==> src/rtl/rf_wb_arbiter_pkg.sv <==
// rtl/rf_wb_arbiter_pkg.sv - shared constants and helpers for the writeback arbiter
//
// Purpose: widths, the zero-register index and the round-robin pointer helper
//          used by rf_wb_arbiter and rr_pick.
// Ports:   none (package).
package rf_wb_arbiter_pkg;

  localparam int RF_XLEN  = 32;
  localparam int RF_AW    = 5;
  localparam int ZERO_REG = 0;

  // Upper bound on requesters; grant_id and the pointer are sized for it.
  localparam int MAX_REQ  = 8;
  localparam int GID_W    = 3;

  // Next pointer after granting index g among n requesters.
  function automatic logic [GID_W-1:0] rr_next(input logic [GID_W-1:0] g, input int n);
    logic [GID_W-1:0] nxt;
    if (int'(g) == n - 1) nxt = '0;
    else                  nxt = g + 1'b1;
    return nxt;
  endfunction

endpackage

==> src/rtl/rf_wb_arbiter_rr_pick.sv <==
// rtl/rf_wb_arbiter_rr_pick.sv - combinational round-robin picker
//
// Purpose: grants the first valid requester searching ptr, ptr+1, ... modulo NUM_REQ.
// Ports:
//   valid_i       in   NUM_REQ  request valid vector
//   ptr_i         in   3        search start index (0..NUM_REQ-1)
//   gnt_onehot_o  out  NUM_REQ  one-hot grant (zero when nothing valid)
//   gnt_idx_o     out  3        grant index (zero when nothing valid)
//   any_o         out  1        at least one requester valid
module rr_pick
  import rf_wb_arbiter_pkg::*;
#(
  parameter int NUM_REQ = 3
) (
  input  logic [NUM_REQ-1:0] valid_i,
  input  logic [GID_W-1:0]   ptr_i,
  output logic [NUM_REQ-1:0] gnt_onehot_o,
  output logic [GID_W-1:0]   gnt_idx_o,
  output logic               any_o
);

  int pos;

  // Walk offsets from farthest to nearest so the nearest valid requester
  // (smallest offset from ptr) is the one left standing.
  always_comb begin
    gnt_onehot_o = '0;
    gnt_idx_o    = '0;
    pos          = 0;
    for (int k = NUM_REQ - 1; k >= 0; k--) begin
      pos = int'(ptr_i) + k;
      if (pos >= NUM_REQ) pos = pos - NUM_REQ;
      for (int i = 0; i < NUM_REQ; i++) begin
        if (valid_i[i] && (pos == i)) begin
          gnt_onehot_o    = '0;
          gnt_onehot_o[i] = 1'b1;
          gnt_idx_o       = GID_W'(i);
        end
      end
    end
  end

  assign any_o = |valid_i;

endmodule

==> src/rtl/rf_wb_arbiter.sv <==
// rtl/rf_wb_arbiter.sv - round-robin arbiter for the register file write port
//
// Purpose: accepts at most one writeback request per cycle into a registered
//          write stage driving the register file; writes to x0 are accepted
//          and dropped. Optional same-cycle read forwarding with RF_WB_FWD_EN.
// Ports:
//   clk        in   1             clock
//   rst_n      in   1             synchronous active-low reset
//   stall      in   1             blocks all accepts while high
//   req_valid  in   NUM_REQ       per-requester valid
//   req_ready  out  NUM_REQ       per-requester accept (combinational)
//   req_addr   in   NUM_REQ*AW    destination register, requester i at [i*AW +: AW]
//   req_data   in   NUM_REQ*XLEN  write data, requester i at [i*XLEN +: XLEN]
//   rf_we      out  1             register file write enable (registered)
//   rf_addr    out  AW            register file address (registered)
//   rf_wdata   out  XLEN          register file data (registered)
//   grant_id   out  3             requester owning rf_* this cycle (registered)
//   RF_WB_FWD_EN only:
//   fwd_addr1/2 in AW, fwd_rd1/2 in XLEN, fwd_out1/2 out XLEN
module rf_wb_arbiter
  import rf_wb_arbiter_pkg::*;
#(
  parameter int NUM_REQ = 3,
  parameter int XLEN    = RF_XLEN,
  parameter int AW      = RF_AW
) (
  input  logic                    clk,
  input  logic                    rst_n,
  input  logic                    stall,
  input  logic [NUM_REQ-1:0]      req_valid,
  output logic [NUM_REQ-1:0]      req_ready,
  input  logic [NUM_REQ*AW-1:0]   req_addr,
  input  logic [NUM_REQ*XLEN-1:0] req_data,
  output logic                    rf_we,
  output logic [AW-1:0]           rf_addr,
  output logic [XLEN-1:0]         rf_wdata,
`ifdef RF_WB_FWD_EN
  input  logic [AW-1:0]           fwd_addr1,
  input  logic [AW-1:0]           fwd_addr2,
  input  logic [XLEN-1:0]         fwd_rd1,
  input  logic [XLEN-1:0]         fwd_rd2,
  output logic [XLEN-1:0]         fwd_out1,
  output logic [XLEN-1:0]         fwd_out2,
`endif
  output logic [GID_W-1:0]        grant_id
);

  logic [GID_W-1:0]   ptr_q, ptr_d;
  logic               we_q, we_d;
  logic [AW-1:0]      addr_q, addr_d;
  logic [XLEN-1:0]    data_q, data_d;
  logic [GID_W-1:0]   gid_q, gid_d;

  logic [NUM_REQ-1:0] gnt_onehot;
  logic [GID_W-1:0]   gnt_idx;
  logic               gnt_any;
  logic               accept;
  logic [AW-1:0]      sel_addr;
  logic [XLEN-1:0]    sel_data;

  rr_pick #(
    .NUM_REQ(NUM_REQ)
  ) u_pick (
    .valid_i      (req_valid),
    .ptr_i        (ptr_q),
    .gnt_onehot_o (gnt_onehot),
    .gnt_idx_o    (gnt_idx),
    .any_o        (gnt_any)
  );

  // The picker only grants valid requesters, so a visible ready is a handshake.
  // Ready is masked in reset so nothing is accepted that the reset would lose.
  assign accept    = gnt_any & ~stall & rst_n;
  assign req_ready = gnt_onehot & {NUM_REQ{~stall & rst_n}};

  always_comb begin
    sel_addr = '0;
    sel_data = '0;
    for (int i = 0; i < NUM_REQ; i++) begin
      if (gnt_onehot[i]) begin
        sel_addr = req_addr[i*AW +: AW];
        sel_data = req_data[i*XLEN +: XLEN];
      end
    end
  end

  always_comb begin
    ptr_d  = ptr_q;
    we_d   = 1'b0;
    addr_d = addr_q;
    data_d = data_q;
    gid_d  = gid_q;
    if (accept) begin
      ptr_d  = rr_next(gnt_idx, NUM_REQ);
      // x0 is hard-wired zero: accept the request but never raise the enable.
      we_d   = (sel_addr != AW'(ZERO_REG));
      addr_d = sel_addr;
      data_d = sel_data;
      gid_d  = gnt_idx;
    end
  end

  always_ff @(posedge clk) begin
    if (!rst_n) begin
      ptr_q  <= '0;
      we_q   <= 1'b0;
      addr_q <= '0;
      data_q <= '0;
      gid_q  <= '0;
    end else begin
      ptr_q  <= ptr_d;
      we_q   <= we_d;
      addr_q <= addr_d;
      data_q <= data_d;
      gid_q  <= gid_d;
    end
  end

  assign rf_we    = we_q;
  assign rf_addr  = addr_q;
  assign rf_wdata = data_q;
  assign grant_id = gid_q;

`ifdef RF_WB_FWD_EN
  // Register file reads return the old value during the write cycle; bypass it.
  assign fwd_out1 = (we_q && (addr_q == fwd_addr1) && (fwd_addr1 != AW'(ZERO_REG)))
                    ? data_q : fwd_rd1;
  assign fwd_out2 = (we_q && (addr_q == fwd_addr2) && (fwd_addr2 != AW'(ZERO_REG)))
                    ? data_q : fwd_rd2;
`endif

endmodule

==> config.mk <==
export PLATFORM = sky130hd
export DESIGN_NAME = rf_wb_arbiter
export DESIGN_NICKNAME = d
export VERILOG_FILES = /design/src/rtl/rf_wb_arbiter_pkg.sv /design/src/rtl/rf_wb_arbiter_rr_pick.sv /design/src/rtl/rf_wb_arbiter.sv
export SDC_FILE = /design/constraint.sdc
export NUM_CORES = 1
export LEC_CHECK = 0
export CAP_MARGIN = 5
export CORE_MARGIN = 10
export CORE_UTILIZATION = 25
export CTS_CLUSTER_SIZE = 25
export DETAILED_ROUTE_END_ITERATION = 8
export PLACE_DENSITY = 0.68
export SYNTH_ARGS = -nofsm -noshare
export SYNTH_HDL_FRONTEND = slang
export SYNTH_SLANG_ARGS = --single-unit
==> constraint.sdc <==
create_clock -name clk -period 5.7 [get_ports clk]
set_clock_uncertainty 0.15 [all_clocks]
set_input_delay 1.14 -clock clk [delete_from_list [all_inputs] [get_ports clk]]
set_output_delay 1.14 -clock clk [all_outputs]
set_load 0.05 [all_outputs]
Word-level counts from Yosys, hierarchy flattened
Index checks and enable logic that the tools add are counted.
Operators by class
  add/sub/neg operators: 6
  multipliers: 0
  div/mod/pow operators: 0
  $lt $le $gt $ge: 3
  eq/ne operators: 7
  shifts and indexed selects: 0
  multiplexer cells: 27
  bitwise logic cells: 5
  reduce and logical (&&, ||, !) cells: 15
Operator list (number)
  32-bit 2-to-1 mux: 6
  32-bit by 2-bit equality test with 1-bit output, second input constant: 3
  32-bit by 3-bit equality test with 1-bit output, second input constant: 3
  32-bit zero test: 3
  32-bit by 3-bit >= comparator with 1-bit output, second input constant: 2
  32-bit by 3-bit subtractor with 32-bit output, second input constant: 2
  3-bit 2-to-1 mux: 8
  2-bit 2-to-1 mux: 8
  5-bit 2-to-1 mux: 3
  1-bit logical AND: 9
  5-bit nonzero test: 1
  3-bit by 1-bit adder with 4-bit output, second input constant: 1
  3-bit by 2-bit adder with 4-bit output, second input constant: 1
  3-bit by 2-bit subtractor with 4-bit output, second input constant: 1
  3-bit by 1-bit adder with 3-bit output, second input constant: 1
  1-bit bitwise AND: 3
  3-bit bitwise AND: 1
  3-bit equality test, second input constant: 1
  3-bit by 2-bit >= comparator with 1-bit output, second input constant: 1
  3-bit OR reduction: 1
  1-bit 2-to-1 mux: 2
  2-bit AND reduction: 1
  1-bit inverter: 1
Word-level totals
  bits in registers: 44
  latch bits: 0
  RAM bits: 0
  ROM bits: 0
  bits of input ports: 117
  output and inout port bits: 44
  logic and storage cells: 68
  memories: 0

Depth between registers and ports, before layout
Gate-level depths: netlist of the first run.
  word-level depth: 18
  gate-level depth with buffers: 17
  gate-level depth less buffers: 13

Cells and area by module
From an unflattened synthesis of the first run, not the netlist that was laid out.
Unflattened totals
  cells, all modules: 334
  area total of the unflattened synthesis: 2772.7 um^2
By module, submodules not included
  rf_wb_arbiter: instances 1, cells an instance 254, area each 2153.3 um^2, sequential area each 880.8 um^2
  rr_pick: instances 1, cells an instance 80, area each 619.3 um^2, sequential area each 0.0 um^2

Worst setup path before layout of the first run
No wires, ideal clock.
  kind: flip-flop to output port
  start: register ptr_q[0]
  end: output req_ready[1]
  data arrival time: 3.211 ns
  required time: 4.410 ns
  path slack: 1.199 ns
  cell stages (with the launch flop): 16
  path buffers: 4
  cell sequence: dfxtp_1 -> buf_4 -> inv_1 -> ha_1 -> buf_2 -> nor2_1 -> nor2_1 -> ha_1 -> nor2b_1 -> o31ai_1 -> and3_1 -> or4b_4 -> a211oi_4 -> and2_1 -> buf_6 -> buf_6
On the way
  cells in the longest elaborated chain, start to end: 14
  elaborated cells on any way between the ends: 36
  classes of those cells: add/sub (5); order compare (3); eq/ne (6); mux (11); bitwise (1); reduce/logical (10)
Ends and longest elaborated chain
  start: declaration: line rf_wb_arbiter.sv:48  | logic [GID_W-1:0] ptr_q, ptr_d;
  start signal: assignment: line rf_wb_arbiter.sv:111  | ptr_q <= ptr_d;
  3-bit by 2-bit adder with 4-bit output: line rf_wb_arbiter_rr_pick.sv:31  | pos = int'(ptr_i) + k;
  32-bit by 3-bit subtractor with 32-bit output or 32-bit by 3-bit >= comparator with 1-bit output (tied branches): line rf_wb_arbiter_rr_pick.sv:32  | if (pos >= NUM_REQ) pos = pos - NUM_REQ;
  32-bit 2-to-1 mux: line rf_wb_arbiter_rr_pick.sv:32
  32-bit by 2-bit equality test with 1-bit output: line rf_wb_arbiter_rr_pick.sv:34  | if (valid_i[i] && (pos == i)) begin
  1-bit logical AND: line rf_wb_arbiter_rr_pick.sv:34
  2-bit 2-to-1 mux: line rf_wb_arbiter_rr_pick.sv:34
  3-bit 2-to-1 mux (6 in a row): line rf_wb_arbiter_rr_pick.sv:34
  3-bit 2-to-1 mux (*): line rf_wb_arbiter_rr_pick.sv:34
  3-bit bitwise AND (*): line rf_wb_arbiter.sv:74  | assign req_ready = gnt_onehot & {NUM_REQ{~stall & rst_n}};
  end: declaration: line rf_wb_arbiter.sv:31  | output logic [NUM_REQ-1:0] req_ready,
Every way passes the cells marked *; elsewhere a longest branch is shown, timed or not.

Worst setup path after layout of the first run
Ends and elaborated chain as after synthesis.

==> results of run 1 <==
==> layout by cell type (no fill, tap or decap), types with 2 or more instances in the layout <==
master           instances
buf_4                    7
a211oi_1                 3
a222oi_1                37
o31ai_1                  3
o21ai_1                  8
nand3_1                 26
inv_1                    8
nor2b_1                 16
mux2i_1                  2
or4b_4                   2
nand4_1                  2
ha_1                    11
a22o_1                  13
clkbuf_8                 5
or2_1                    2
a31o_2                   3
a21oi_1                  3
and3_1                   5
a31oi_1                  3
or3_1                    2
nor3_1                   4
nand2b_1                 2
buf_12                   3
nor2_1                   6
nand2_1                  7
o21ai_0                 17
dfxtp_1                 43
clkdlybuf4s50_1        156
and3b_1                  2
and2_1                   3
==> power groups by stage <==
stage               sequential [W]  combinational, W  clock (W)
finish                    0.000480           0.00166   0.000196
CTS                       0.000482           0.00167   0.000205
floorplan                 0.000828          0.000838          0
global placement          0.000480           0.00163          0
global route              0.000496           0.00178   0.000217
detailed placement        0.000486           0.00166          0
==> registers in the layout (all words and copies together) (netlist names) <==
signal / flops
rf_addr: 5
grant_id: 2
rf_we: 1
ptr_q: 3
rf_wdata: 32
==> stage by stage <==
stage	instances	setup WS [ns]	utilization, %	hold slack, ns	cell area (sq um)
after global placement	551	1.126	43.10	0.2981	4252
after CTS	559	0.6181	43.96	0.3160	4337
final	559	0.6449	43.96	0.3120	4337
after detailed placement	551	0.9600	43.10	0.3039	4252
after floorplan	281	1.199	-	0.3565	2559
after global routing	559	0.3409	43.96	0.3377	4337
==> critical path, cell delays in order (launching register included) <==
cell	delay [ns]
dfxtp_1	0.69
inv_1	0.18
ha_1	0.46
nor2_1	0.15
nor2_1	0.06
ha_1	0.30
nor2b_1	0.12
o31ai_1	0.12
and3_1	0.22
or4b_4	0.54
a211oi_4	0.25
and2_1	0.22
buf_12	0.15
==> routing by layer <==
| metal | global-route usage (%) | vias to the layer above |
|---|---|---|
| met5 | 0 | - |
| li1 | - | 1410 |
| met3 | 6.608 | 6 |
| met1 | 14.87 | 1349 |
| met2 | 22.35 | 145 |
| met4 | 2.608 | 0 |
==> logic make-up (layout without fill, tap and decap cells) <==
group / after synthesis / count (layout) / share of synthesized area (%)
compound gates: 103 / 103 / 33.30
simple gates: 82 / 82 / 18.48
flops: 43 / 43 / 33.64
buf+inv: 37 / 182 / 7.482
fa+ha+maj: 11 / 11 / 5.379
mux: 3 / 3 / 1.222
other cells: 1 / 1 / 0.1466
xor+xnor: 1 / 1 / 0.3424
==> worst max path at each step <==
stage | startpoint | cells past startpoint | slack, ns | to
4_1_cts | ptr_q[0]$_SDFFE_PN0P_ | 12 | 0.62 | req_ready[1]
3_3_place_gp | ptr_q[0]$_SDFFE_PN0P_ | 12 | 1.13 | req_ready[1]
3_5_place_dp | ptr_q[0]$_SDFFE_PN0P_ | 12 | 0.96 | req_ready[1]
6_report | ptr_q[0]$_SDFFE_PN0P_ | 12 | 0.64 | req_ready[1]
5_1_grt | ptr_q[0]$_SDFFE_PN0P_ | 12 | 0.34 | req_ready[1]
2_1_floorplan | ptr_q[0]$_SDFFE_PN0P_ | 15 | 1.20 | req_ready[1]
==> cell type report <==
type / instances / area share, %
clock buffer: 6 / 1.673
inverter: 8 / 0.6924
multi-input combinational: 201 / 35.05
clock inverter: 2 / 0.2885
sequential: 43 / 19.85
tap: 133 / 3.837
timing repair buffer: 166 / 38.60
==> reports/qor.txt, run 1 <==
Final Max Tran Viols -> 0
Critical R2R Launch -> ptr_q[0]$_SDFFE_PN0P_
Post-Syn Area -> 0.002559 sq mm
Cells after Synth -> 281
Area share of the largest cell type after synthesis -> 33.64%
Ys async rst share -> 0%
Register area share after synthesis -> 33.64%
Req. time, crit path -> 4.41 ns
Fin. Hold Viols -> 0
Int Power -> 0.001161 W
Number of global-route vias before repair -> 3,112
Multi-input logic area -> 0.001520 sq mm
Antenna violations before repair -> 0
Reg2reg setup slack -> 1.33 ns
Total CTS buffers -> 5
Total Neg Setup Slack -> 0 ns
Distinct cells, synth -> 48
Drt total wl -> 10,350 um
DR pass1 iterations -> 8
Dominant synthesized flop cell -> dfxtp_1
Psw -> 0.001171 W
Total power -> 0.002332 W
Fmax -> 0.1978 GHz
Post-synthesis register bit count -> 43
Area grow syn2layout -> 69.49%
Root buf cell -> clkbuf_8
R2R Path End -> rf_wdata[20]$_SDFFE_PN0P_
Highest routed metal layer -> met4
Final HPWL from detailed placement -> 8045 um
Number of remaining DRC errors -> 0
IO Pins -> 161
Final setup violation count -> 0
Post-synthesis net count -> 409
Switching share of power -> 50.21%
Post-DR wirelength/cell -> 18.51 um
Met2 wire length -> 4790 um
Via count -> 2,910
Min-delay src -> rf_addr[0]$_SDFFE_PN0P_
Critical Path Start Type -> register
CTS tree -> yes
Met1 WL -> 4350 um
Htree depth -> 2
EDFF count, synth -> 0
Chip Width -> 121.2 um
Status -> finished, final reports clean
FP Rows -> 36
Sequential Power Share -> 20.6%
Chip Height -> 121.2 um
Placeable Area -> 0.009864 sq mm
Initial core utilization -> 25.94%
Post-CTS resize count -> 0
Grt ovf -> 0
Sink Count -> 43
Power Density -> 537.8 mW/mm^2
# Post-CTS Setup Buffers -> 0
Vias/cell -> 5.206
Worst hold path endpoint -> rf_addr[0]$_SDFFE_PN0P_
Worst r2r path cells -> 14
Leak Pwr -> 1.577 nW
Starting DRT DRC Count -> 258
Synth Area per Inst -> 9.106 sq um
First-pass GRT wire length -> 15,990 um
Maximum vdd drop -> 231.3 uV
Max Cap Viol -> 0
CTS Hold Buffers Added -> 0
Synthesis Warnings -> 0
Final worst path period share -> 88.69%
Metal3 WL -> 1136 um
Most frequent cells after synthesis -> dfxtp_1 (43), a222oi_1 (37), nand3_1 (26)
Synth area leader -> dfxtp_1
Count leader, synth -> dfxtp_1
Antenna fix cells -> 0
Clk_lat worst skew -> 0.29 ns
Worst hold stages -> 2
Worst-path clk slew -> 0.09 ns
Worst setup EP type -> primary output
HP Class -> register to register
Relative slew slack -> 49.14%
Power share of the combinational group -> 71.0%
RSZ-0062 raised after global routing -> false
Die area -> 0.01468 sq mm
Worst-margin pin slew -> 0.7523 ns
Register area -> 860.8 sq um
Layout fillers -> 995
Synth top area cells -> dfxtp_1 (34%), a222oi_1 (14%), ha_1 (5.4%), nand3_1 (5.1%), a22o_1 (4.4%)
Largest net degree at the start of global routing -> 69
Gr usage total -> 13.28%
Clock tree buffer depth -> 2
Worst EP arrival -> 3.77 ns
Clk pwr share -> 8.4%
Fin nets -> 553
Share of cells above drive strength 1 -> 6.808%
Port bufs -> 159
Setup CP Type -> register to primary output
Critical-path maximum fanout -> 18
Routed Antenna Nets -> 0
Tmin final -> 5.055 ns
GP Congestion -> 0.9155
Note: power is estimated with default switching activity, not from simulation.
==> run 2, diff against run 1 <==
--- a/config.mk
+++ b/config.mk
@@ -10,6 +10,7 @@
 export CORE_UTILIZATION = 25
 export CTS_CLUSTER_SIZE = 25
 export DETAILED_ROUTE_END_ITERATION = 8
+export HOLD_SLACK_MARGIN = 0.05
 export PLACE_DENSITY = 0.68
 export SYNTH_ARGS = -nofsm -noshare
 export SYNTH_HDL_FRONTEND = slang
==> results of run 2 <==
Same layout as run 1: the final DEF is identical, and so are final timing and power.
==> run 3, diff against run 2 <==
--- a/config.mk
+++ b/config.mk
@@ -12,6 +12,7 @@
 export DETAILED_ROUTE_END_ITERATION = 8
 export HOLD_SLACK_MARGIN = 0.05
 export PLACE_DENSITY = 0.68
+export SLEW_MARGIN = 20
 export SYNTH_ARGS = -nofsm -noshare
 export SYNTH_HDL_FRONTEND = slang
 export SYNTH_SLANG_ARGS = --single-unit
==> results of run 3 <==
Same layout as run 1: the final DEF is identical, and so are final timing and power.
